===== config.mk =====
export PLATFORM = sky130hd
export DESIGN_NAME = adc_frame_packer_flat
export DESIGN_NICKNAME = d
export VERILOG_FILES = /design/src/rtl/adc_pkg.sv /design/src/rtl/adc_frame_packer_if.sv /design/src/rtl/adc_frame_packer_sync_fifo.sv /design/src/rtl/adc_frame_packer.sv /design/src/flat_wrapper.sv
export SDC_FILE = /design/constraint.sdc
export NUM_CORES = 1
export LEC_CHECK = 0
export BUFFER_PORTS_ARGS = -buffer_cell sky130_fd_sc_hd__buf_2
export CAP_MARGIN = 20
export CORE_MARGIN = 5
export CORE_UTILIZATION = 40
export CTS_CLUSTER_SIZE = 30
export DETAILED_ROUTE_END_ITERATION = 6
export PLACE_DENSITY = 0.64
export SLEW_MARGIN = 20
export SYNTH_ARGS = -nofsm -noshare
export SYNTH_HDL_FRONTEND = slang
export SYNTH_SLANG_ARGS = --single-unit

===== constraint.sdc =====
create_clock -name clk -period 9.3 [get_ports clk]
set_clock_uncertainty 0.15 [all_clocks]
set_input_delay 0.93 -clock clk [delete_from_list [all_inputs] [get_ports clk]]
set_output_delay 0.93 -clock clk [all_outputs]
set_load 0.005 [all_outputs]

===== src/rtl/adc_pkg.sv =====
// Shared types for the AD9228 frame packer.
// Word layout, state encoding and field widths.
package adc_pkg;

  localparam int SAMPLE_BITS = 12;
  localparam int CH_ID_BITS  = 4;
  localparam int WORD_BITS   = CH_ID_BITS + SAMPLE_BITS;

  typedef struct packed {
    logic [CH_ID_BITS-1:0]  ch_id;
    logic [SAMPLE_BITS-1:0] sample;
  } adc_word_t;

  typedef enum logic {
    IDLE,
    EMIT
  } packer_state_t;

endpackage


===== src/rtl/adc_frame_packer_if.sv =====
// Output word stream of the frame packer.
// Valid/ready handshake; last marks the final word of a frame.
interface adc_frame_packer_if;
  import adc_pkg::*;

  adc_word_t data;
  logic      last;
  logic      valid;
  logic      ready;

  modport master (
    output data,
    output last,
    output valid,
    input  ready
  );

  modport slave (
    input  data,
    input  last,
    input  valid,
    output ready
  );

endinterface


===== src/rtl/adc_frame_packer_sync_fifo.sv =====
// Single-clock first-word-fall-through FIFO.
// Reports occupancy so writers can reserve space ahead of time.
module sync_fifo #(
  parameter int WIDTH = 17,
  parameter int DEPTH = 64,
  localparam int AW = $clog2(DEPTH),
  localparam int CW = AW + 1
) (
  input  logic             clk,
  input  logic             rst,
  input  logic             push,
  input  logic [WIDTH-1:0] wdata,
  input  logic             pop,
  output logic [WIDTH-1:0] rdata,
  output logic             empty,
  output logic [CW-1:0]    count
);

  logic [WIDTH-1:0] mem [DEPTH];
  logic [AW-1:0]    wp;
  logic [AW-1:0]    rp;
  logic             full;
  logic             wr;
  logic             rd;

  assign empty = (count == '0);
  assign full  = (count == CW'(DEPTH));
  assign rd    = pop & ~empty;
  assign wr    = push & (~full | rd);
  // Hold zero on the output while empty.
  assign rdata = empty ? '0 : mem[rp];

  always_ff @(posedge clk) begin
    if (rst) begin
      wp    <= '0;
      rp    <= '0;
      count <= '0;
    end else begin
      if (wr) wp <= wp + 1'b1;
      if (rd) rp <= rp + 1'b1;
      count <= count + CW'(wr) - CW'(rd);
    end
  end

  always_ff @(posedge clk) begin
    if (wr) mem[wp] <= wdata;
  end

endmodule


===== src/rtl/adc_frame_packer.sv =====
// Packs enabled channels of each ADC frame into tagged words.
// Whole frames only: space is reserved at accept or the frame is dropped.
module adc_frame_packer
  import adc_pkg::*;
#(
  parameter int NUM_CHANNELS = 8,
  parameter int SAMPLE_BITS  = 12,
  parameter int FIFO_DEPTH   = 64
) (
  input  logic                               clk,
  input  logic                               rst,
  input  logic                               enable,
  input  logic [NUM_CHANNELS-1:0]            channel_mask,
  input  logic                               frame_valid,
  input  logic [NUM_CHANNELS*SAMPLE_BITS-1:0] frame_data,
  adc_frame_packer_if.master                 m,
  output logic [31:0]                        frame_count,
  output logic [15:0]                        drop_count
);

  localparam int OW = $clog2(FIFO_DEPTH) + 1;
  localparam int IW = CH_ID_BITS;

  packer_state_t state_q, state_d;

  logic [NUM_CHANNELS*SAMPLE_BITS-1:0] sh_data;
  logic [NUM_CHANNELS-1:0]            sh_mask;
  logic [IW-1:0]                      ch_idx, idx_d;
  logic [IW-1:0]                      low_idx, nxt_idx;
  logic                               nxt_found;
  logic [OW-1:0]                      need, occ, free;
  logic                               accept, drop;
  logic                               push, push_last;
  adc_word_t                          word;
  logic [WORD_BITS:0]                 fifo_rd;
  logic                               empty;

  always_comb begin
    need    = '0;
    low_idx = '0;
    for (int i = NUM_CHANNELS - 1; i >= 0; i--) begin
      need = need + OW'(channel_mask[i]);
      if (channel_mask[i]) low_idx = IW'(i);
    end
  end

  // Lowest set shadow bit strictly above the current channel.
  always_comb begin
    nxt_found = 1'b0;
    nxt_idx   = ch_idx;
    for (int i = NUM_CHANNELS - 1; i >= 0; i--) begin
      if (sh_mask[i] && (i > int'(ch_idx))) begin
        nxt_found = 1'b1;
        nxt_idx   = IW'(i);
      end
    end
  end

  assign free        = OW'(FIFO_DEPTH) - occ;
  assign word.ch_id  = ch_idx;
  assign word.sample =
    sh_data[int'(ch_idx)*SAMPLE_BITS +: SAMPLE_BITS];

  always_comb begin
    state_d   = state_q;
    idx_d     = ch_idx;
    accept    = 1'b0;
    drop      = 1'b0;
    push      = 1'b0;
    push_last = 1'b0;
    unique case (state_q)
      IDLE: begin
        if (frame_valid && enable && (|channel_mask)) begin
          if (free >= need) begin
            accept  = 1'b1;
            idx_d   = low_idx;
            state_d = EMIT;
          end else begin
            drop = 1'b1;
          end
        end
      end
      EMIT: begin
        push      = 1'b1;
        push_last = ~nxt_found;
        idx_d     = nxt_idx;
        drop      = frame_valid;
        if (!nxt_found) state_d = IDLE;
      end
      default: state_d = IDLE;
    endcase
  end

  always_ff @(posedge clk) begin
    if (rst) begin
      state_q     <= IDLE;
      ch_idx      <= '0;
      sh_data     <= '0;
      sh_mask     <= '0;
      frame_count <= '0;
      drop_count  <= '0;
    end else begin
      state_q <= state_d;
      ch_idx  <= idx_d;
      if (accept) begin
        sh_data     <= frame_data;
        sh_mask     <= channel_mask;
        frame_count <= frame_count + 32'd1;
      end
      if (drop && (drop_count != 16'hFFFF))
        drop_count <= drop_count + 16'd1;
    end
  end

  sync_fifo #(
    .WIDTH (WORD_BITS + 1),
    .DEPTH (FIFO_DEPTH)
  ) u_fifo (
    .clk   (clk),
    .rst   (rst),
    .push  (push),
    .wdata ({push_last, word}),
    .pop   (m.valid & m.ready),
    .rdata (fifo_rd),
    .empty (empty),
    .count (occ)
  );

  assign m.valid        = ~empty;
  assign {m.last, m.data} = fifo_rd;

endmodule

===== src/flat_wrapper.sv =====
// flat-port wrapper written by rule: the top's interface ports become plain ports
module adc_frame_packer_flat import adc_pkg::*;
#(
  parameter int NUM_CHANNELS = 8,
  parameter int SAMPLE_BITS  = 12,
  parameter int FIFO_DEPTH   = 64
)
  (clk, rst, enable, channel_mask, frame_valid, frame_data, frame_count, drop_count, m_data, m_last, m_valid, m_ready);
  adc_frame_packer_if m_i ();
  input  logic clk;
  input  logic rst;
  input  logic enable;
  input  logic [NUM_CHANNELS-1:0] channel_mask;
  input  logic frame_valid;
  input  logic [NUM_CHANNELS*SAMPLE_BITS-1:0] frame_data;
  output logic [31:0] frame_count;
  output logic [15:0] drop_count;
  output wire logic [$bits(m_i.data)-1:0] m_data;
  output wire logic [$bits(m_i.last)-1:0] m_last;
  output wire logic [$bits(m_i.valid)-1:0] m_valid;
  input wire logic [$bits(m_i.ready)-1:0] m_ready;
  assign m_data = m_i.data;
  assign m_last = m_i.last;
  assign m_valid = m_i.valid;
  assign m_i.ready = m_ready;
  adc_frame_packer #(.NUM_CHANNELS(NUM_CHANNELS), .SAMPLE_BITS(SAMPLE_BITS), .FIFO_DEPTH(FIFO_DEPTH)) u_core (.clk(clk), .rst(rst), .enable(enable), .channel_mask(channel_mask), .frame_valid(frame_valid), .frame_data(frame_data), .m(m_i), .frame_count(frame_count), .drop_count(drop_count));
endmodule

==> After elaboration in Yosys (flattened, before gate mapping) <==
Memory sizes are Yosys's and may differ from the RTL's. A register that Yosys moved wholly into a read port is not among the register bits.
Index checks and enable logic that the tools add are counted.
{ "word_totals": {"regBits": 176, "ramBits": 1088, "inputBits": 109, "out_inout_bits": 66, "word_cells": 100, "memories": 1} }
{ "mem_list": {"columns": ["name", "words", "word_bits", "rd", "rd_ports_with_merged_regs", "wr", "line_no", "rtl"], "rows": [
  ["u_core.u_fifo.mem", 64, 17, 1, 1, 1, "adc_frame_packer_sync_fifo.sv:19", "logic [WIDTH-1:0] mem [DEPTH];"]
]} }
{ "op_classes": {"add_sub_neg": 14, "multipliers": 1, "n_lt_le_gt_ge": 8, "n_eq_ne": 5, "shifts": 1, "mux": 40, "bitwise": 8, "reduce_logical": 13} }
{ "ops": {"columns": ["operator", "count"], "rows": [
  ["$shiftx 96x32->12", 1],
  ["$add 7x1->7", 7],
  ["$mux 4", 9],
  ["$add 32x1->32 const B", 1],
  ["$mux 3", 8],
  ["$mux 1", 17],
  ["$mux 17", 1],
  ["$add 16x1->16 const B", 1],
  ["$gt 3x4->1 const A", 4],
  ["$ne 16x16->1 const B", 1],
  ["$add 6x1->6 const B", 2],
  ["$mux 6", 2],
  ["$logic_and 1x1->1", 10],
  ["$gt 2x4->1 const A", 2],
  ["$ne 8x8->1 const B", 1],
  ["$pmux 4 s2", 1],
  ["$reduce_or 8->1", 1],
  ["$eq 7x7->1 const B", 1],
  ["$ge 7x7->1", 1],
  ["$logic_not 7->1", 1],
  ["$sub 7x1->7", 1],
  ["$sub 7x7->7 const A", 1],
  ["$mul 4x2->6 const B", 1],
  ["$gt 1x4->1 const A", 1],
  ["7 further kinds", 14]
]} }

==> Logic depth before layout (Yosys ltp) <==
{ "depth": {"word_depth": 12, "mapped_depth": 19, "depth_no_buf": 17} }

==> Cells and area by module <==
Synthesis repeated with hierarchy kept, for this count alone.
{ "unflattened": {"cells_unflattened": 2839, "area_unflattened_um2": 50348.3} }
{ "modules_own_cells": {"columns": ["mod", "instances", "cells_each", "area_each_um2", "seq_area_each_um2"], "rows": [
  ["sync_fifo", 1, 1955, 42848.6, 33171.8],
  ["adc_frame_packer", 1, 884, 7499.7, 3103.0]
]} }

==> Least setup slack after synthesis <==
Ideal clock, no wire load.
{ "synth_path": {"kind": "flip-flop to flip-flop", "startpoint": "register u_core.ch_idx[1]", "endpoint": "memory u_core.u_fifo.mem[0][16], data pin", "setup_ns": 0.918, "t_arrival_ns": 5.601, "t_required_ns": 8.232, "setup_slack_ns": 2.630, "stages_incl_launch_ff": 6, "n_path_buf": 1, "synth_period_minus_slack_ns": 6.670, "path_cell_list": "dfxtp_1 > clkbuf_1 > inv_1 > o21ai_0 > a21oi_1 > nor4b_1"} }
{ "synth_between": {"elab_chain_cells": 11, "elab_cells_between_ends": 23, "cone_classes": "7 x order compare; 8 x mux; 1 x bitwise; 7 x reduce/logical"} }
{ "synth_lines": {"columns": ["element", "line_no", "rtl"], "rows": [
  ["start: declaration", "adc_frame_packer.sv:28", "logic [IW-1:0] ch_idx, idx_d;"],
  ["start signal: assignment", "adc_frame_packer.sv:104", "ch_idx <= idx_d;"],
  ["$gt 3x4->1", "adc_frame_packer.sv:52", "if (sh_mask[i] && (i > int'(ch_idx))) begin"],
  ["$logic_and 1x1->1", "adc_frame_packer.sv:52", null],
  ["$mux 1 (6 in series)", "adc_frame_packer.sv:52", null],
  ["$mux 1 *", "adc_frame_packer.sv:52", null],
  ["$not 1->1 *", "adc_frame_packer.sv:85", "push_last = ~nxt_found;"],
  ["$mux 1 *", "adc_frame_packer.sv:71", "unique case (state_q)"],
  ["named net u_core.push_last", "adc_frame_packer.sv:33", "logic push, push_last;"],
  ["end: declaration", "adc_frame_packer_sync_fifo.sv:19", null]
]} }
Mark *: on every way through the listed nets, which the timed path passes. The rest lies on a longest branch.

==> run_results.csv <==
group,metric,value,unit
outcome,status,"completed",
worst_setup_path,critPathSlowestCell,"dfxtp_4",
grt,grt_pass1_vias,26200,
sta,max_freq,170,MHz
logic_synthesis,async_flop_share,0,
logic_synthesis,synth_ff_type,"edfxtp_1",
placed_design,place_congestion,0.811,
cts,cts_root_buf,"clkbuf_16",
route,detail_route.wl_per_cell,25.3,um
cells_and_area,area_growth,15.1,%
grt,grt_max_degree,127,
power,ir_worst_vdd,0.158,mV
logic_synthesis,synth_area_leaders,"edfxtp_1, mux4_2, dfxtp_1",
route,dr.pass1.iters,5,
logic_synthesis,avgSynthCellArea,18.0,sq um
logic_synthesis,synthesis.nets,2782,
cells_and_area,drive_gt1_frac,0.272,
grt,grt_pass1_wl,170000,um
cells_and_area,fillers,9833,
logic_synthesis,synthMostInstantiatedCell,"edfxtp_1",
sta,hold-worst-slack,0.306,ns
min_path,min_path_type,"flop to flop",
logic_synthesis,synth_top_area_frac,0.646,
sta,setup_ws,3.43,ns
route,vias,25500,
route,vias_per_cell,5.63,
placed_design,place_ws,3.06,ns
worst_setup_path,critPathKind,"flop to output pin",
route,ant_nets,0,
worst_setup_path,start_kind,"flop",
cts,cts_tree,"done",
floorplan,num_rows,126,
power,power_density,244,nW/um^2
cts,post_cts_resized,0,
sta,drv_slew,0,
sta,rsz0062_at_grt,"false",
logic_synthesis,synthCells,2643,
logic_synthesis,ys_top_cells_by_count,"edfxtp_1, mux4_2, nand2_1",
route,drt_first_iter_violations,2514,
floorplan,core-area,118000,sq um
logic_synthesis,synth-edff-count,1024,
cts,postCtsHoldBufs,0,
floorplan,io_pins,175,
cts,clk_latency,0.70,ns
worst_setup_path,rrSetupSlack,5.49,ns
placed_design,dp_hpwl,66300,um
grt,grtUsageTotal,0.180,
worst_setup_path,cp.arrival,4.79,ns
logic_synthesis,seq_area_frac_synth,0.721,
worst_setup_path,slowest_delay,1.00,ns
floorplan,die_w,355,um
grt,antenna_found_initial,6,
logic_synthesis,yosys_warnings,0,
grt,overflow,0,
logic_synthesis,synth_cell_types,66,
sta,finalHoldViolCount,0,
cells_and_area,nets,3027,
sta,fin_crit_sh,0.631,
worst_setup_path,critical_path_peak_fanout,48,
cells_and_area,final_core_util,0.463,
floorplan,die_h,355,um
logic_synthesis,syn_area,47600,sq um
route,wl,115000,um
cts,path_clk_slew,0.06,ns
route,drc_errors,0,
job,maxCapViolCount,0,
placed_design,portBuffers,173,
cts,cts_inserted_buffers,117,
sta,period_needed,5.87,ns
cts,cts_sinks,1204,
sta,worstMarginPinSlew,1.10,ns
cts,cts_setup_buffers,0,
power,p_leak,0.0180,uW
sta,maxSlewHeadroom,0.266,
logic_synthesis,yosysTopAreaCell,"edfxtp_1",
sta,setup_viol,0,
floorplan,initial_core_util,0.403,
worst_setup_path,cp.required,8.22,ns
logic_synthesis,ys_ff_latch,1204,
worst_setup_path,worstPathCellList,"buf_4 > mux4_2 > mux2i_1 > a211oi_1 > a21oi_1 > o21ai_1 > buf_2",
floorplan,fp.dieArea,126000,sq um
worst_setup_path,crit_path_end_kind,"output pin",
cts,clockBufferDepth,3,
cts,htree_levels,3,
sta,tns,0,ns
[stage by stage]
step	cells	instance area (sq um)	power (uW)
finish	4528	54800	13400
global route	4527	54800	13900
CTS	4520	54700	13500
detailed placement	4302	50700	8560
global placement	4301	50700	8490
floorplan	2643	47600	7810
[sequential cells by signal, indices dropped and copies added, names as in the netlist, named ones only]
name and cells:
u_core.state_q 1, u_core.sh_mask 7, u_core.u_fifo.wp 6, u_core.frame_count 32, u_core.u_fifo.mem 1024, u_core.u_fifo.count 7, u_core.sh_data 96, u_core.drop_count 16
u_core.ch_idx 3, u_core.u_fifo.rp 6
[worst max-delay path: cells and delay by family (launching register included)]
kind	cells	cell delay, ns
AO/OA/AOI/OAI	3	1.52
buffers and inverters	2	1.04
flip-flops	1	1.00
multiplexers	2	0.48
[layout by cell type, fill, tap and decap left out, types with 23 or more instances in the layout]
cell type / count
dfxtp_1: 173
inv_1: 36
edfxtp_1: 1024
nand3_1: 26
buf_2: 172
mux4_2: 321
nand2_1: 264
clkbuf_16: 121
buf_4: 96
nor2_1: 114
clkinv_2: 23
clkbuf_1: 26
ha_1: 25
a21oi_1: 154
o21ai_0: 29
mux2i_1: 39
a22oi_1: 26
[worst paths after layout]
kind | endpoint | start | cells after the start
max | m_last | flop | 7
min | u_core.sh_data[6]$_SDFFE_PP0P_ | u_core.sh_data[6]$_SDFFE_PP0P_ | 2
max reg2reg | u_core.drop_count[13]$_SDFFE_PP0P_ | u_core.u_fifo.count[1]$_SDFF_PP0_ | 10
min reg2reg | u_core.sh_data[6]$_SDFFE_PP0P_ | u_core.sh_data[6]$_SDFFE_PP0P_ | 2
[routing by layer]
| layer | vias to the layer above | part of all wire | track usage |
|---|---|---|---|
| met5 | - | 0 | 0 |
| met4 | 0 | 0.027 | 0.0526 |
| met3 | 175 | 0.072 | 0.0337 |
| met2 | 965 | 0.50 | 0.301 |
| met1 | 13300 | 0.40 | 0.242 |
| li1 | 11000 | - | - |
[power by group]
part	internal [uW]	switching, uW	leakage, uW	total, uW
Clock	2920	2020	0.00197	4940
Sequential	6080	163	0.0112	6240
Combinational	982	1200	0.00476	2180
[cell families (layout without fill, tap and decap cells)]
group / after synthesis / after routing / share of synthesized area
flops: 1204 / 1204 / 0.721
simple gates: 541 / 541 / 0.0519
mux: 376 / 376 / 0.164
compound gates: 282 / 282 / 0.0348
buf+inv: 188 / 532 / 0.0157
fa+ha+maj: 30 / 30 / 0.00867
xor+xnor: 21 / 21 / 0.00386
other cells: 1 / 6 / 0.0000787
[layout make-up]
type	instances	area, sq um	area share
antenna	5	12.5	0.000228
clock buffer	148	3140	0.0573
clock inverter	70	890	0.0162
inverter	36	135	0.00247
multi-input combinational	1251	12600	0.229
sequential	1204	34400	0.627
tap	1536	1920	0.0351
timing repair buffer	278	1760	0.0320
Power figures use the tool's default switching activity.
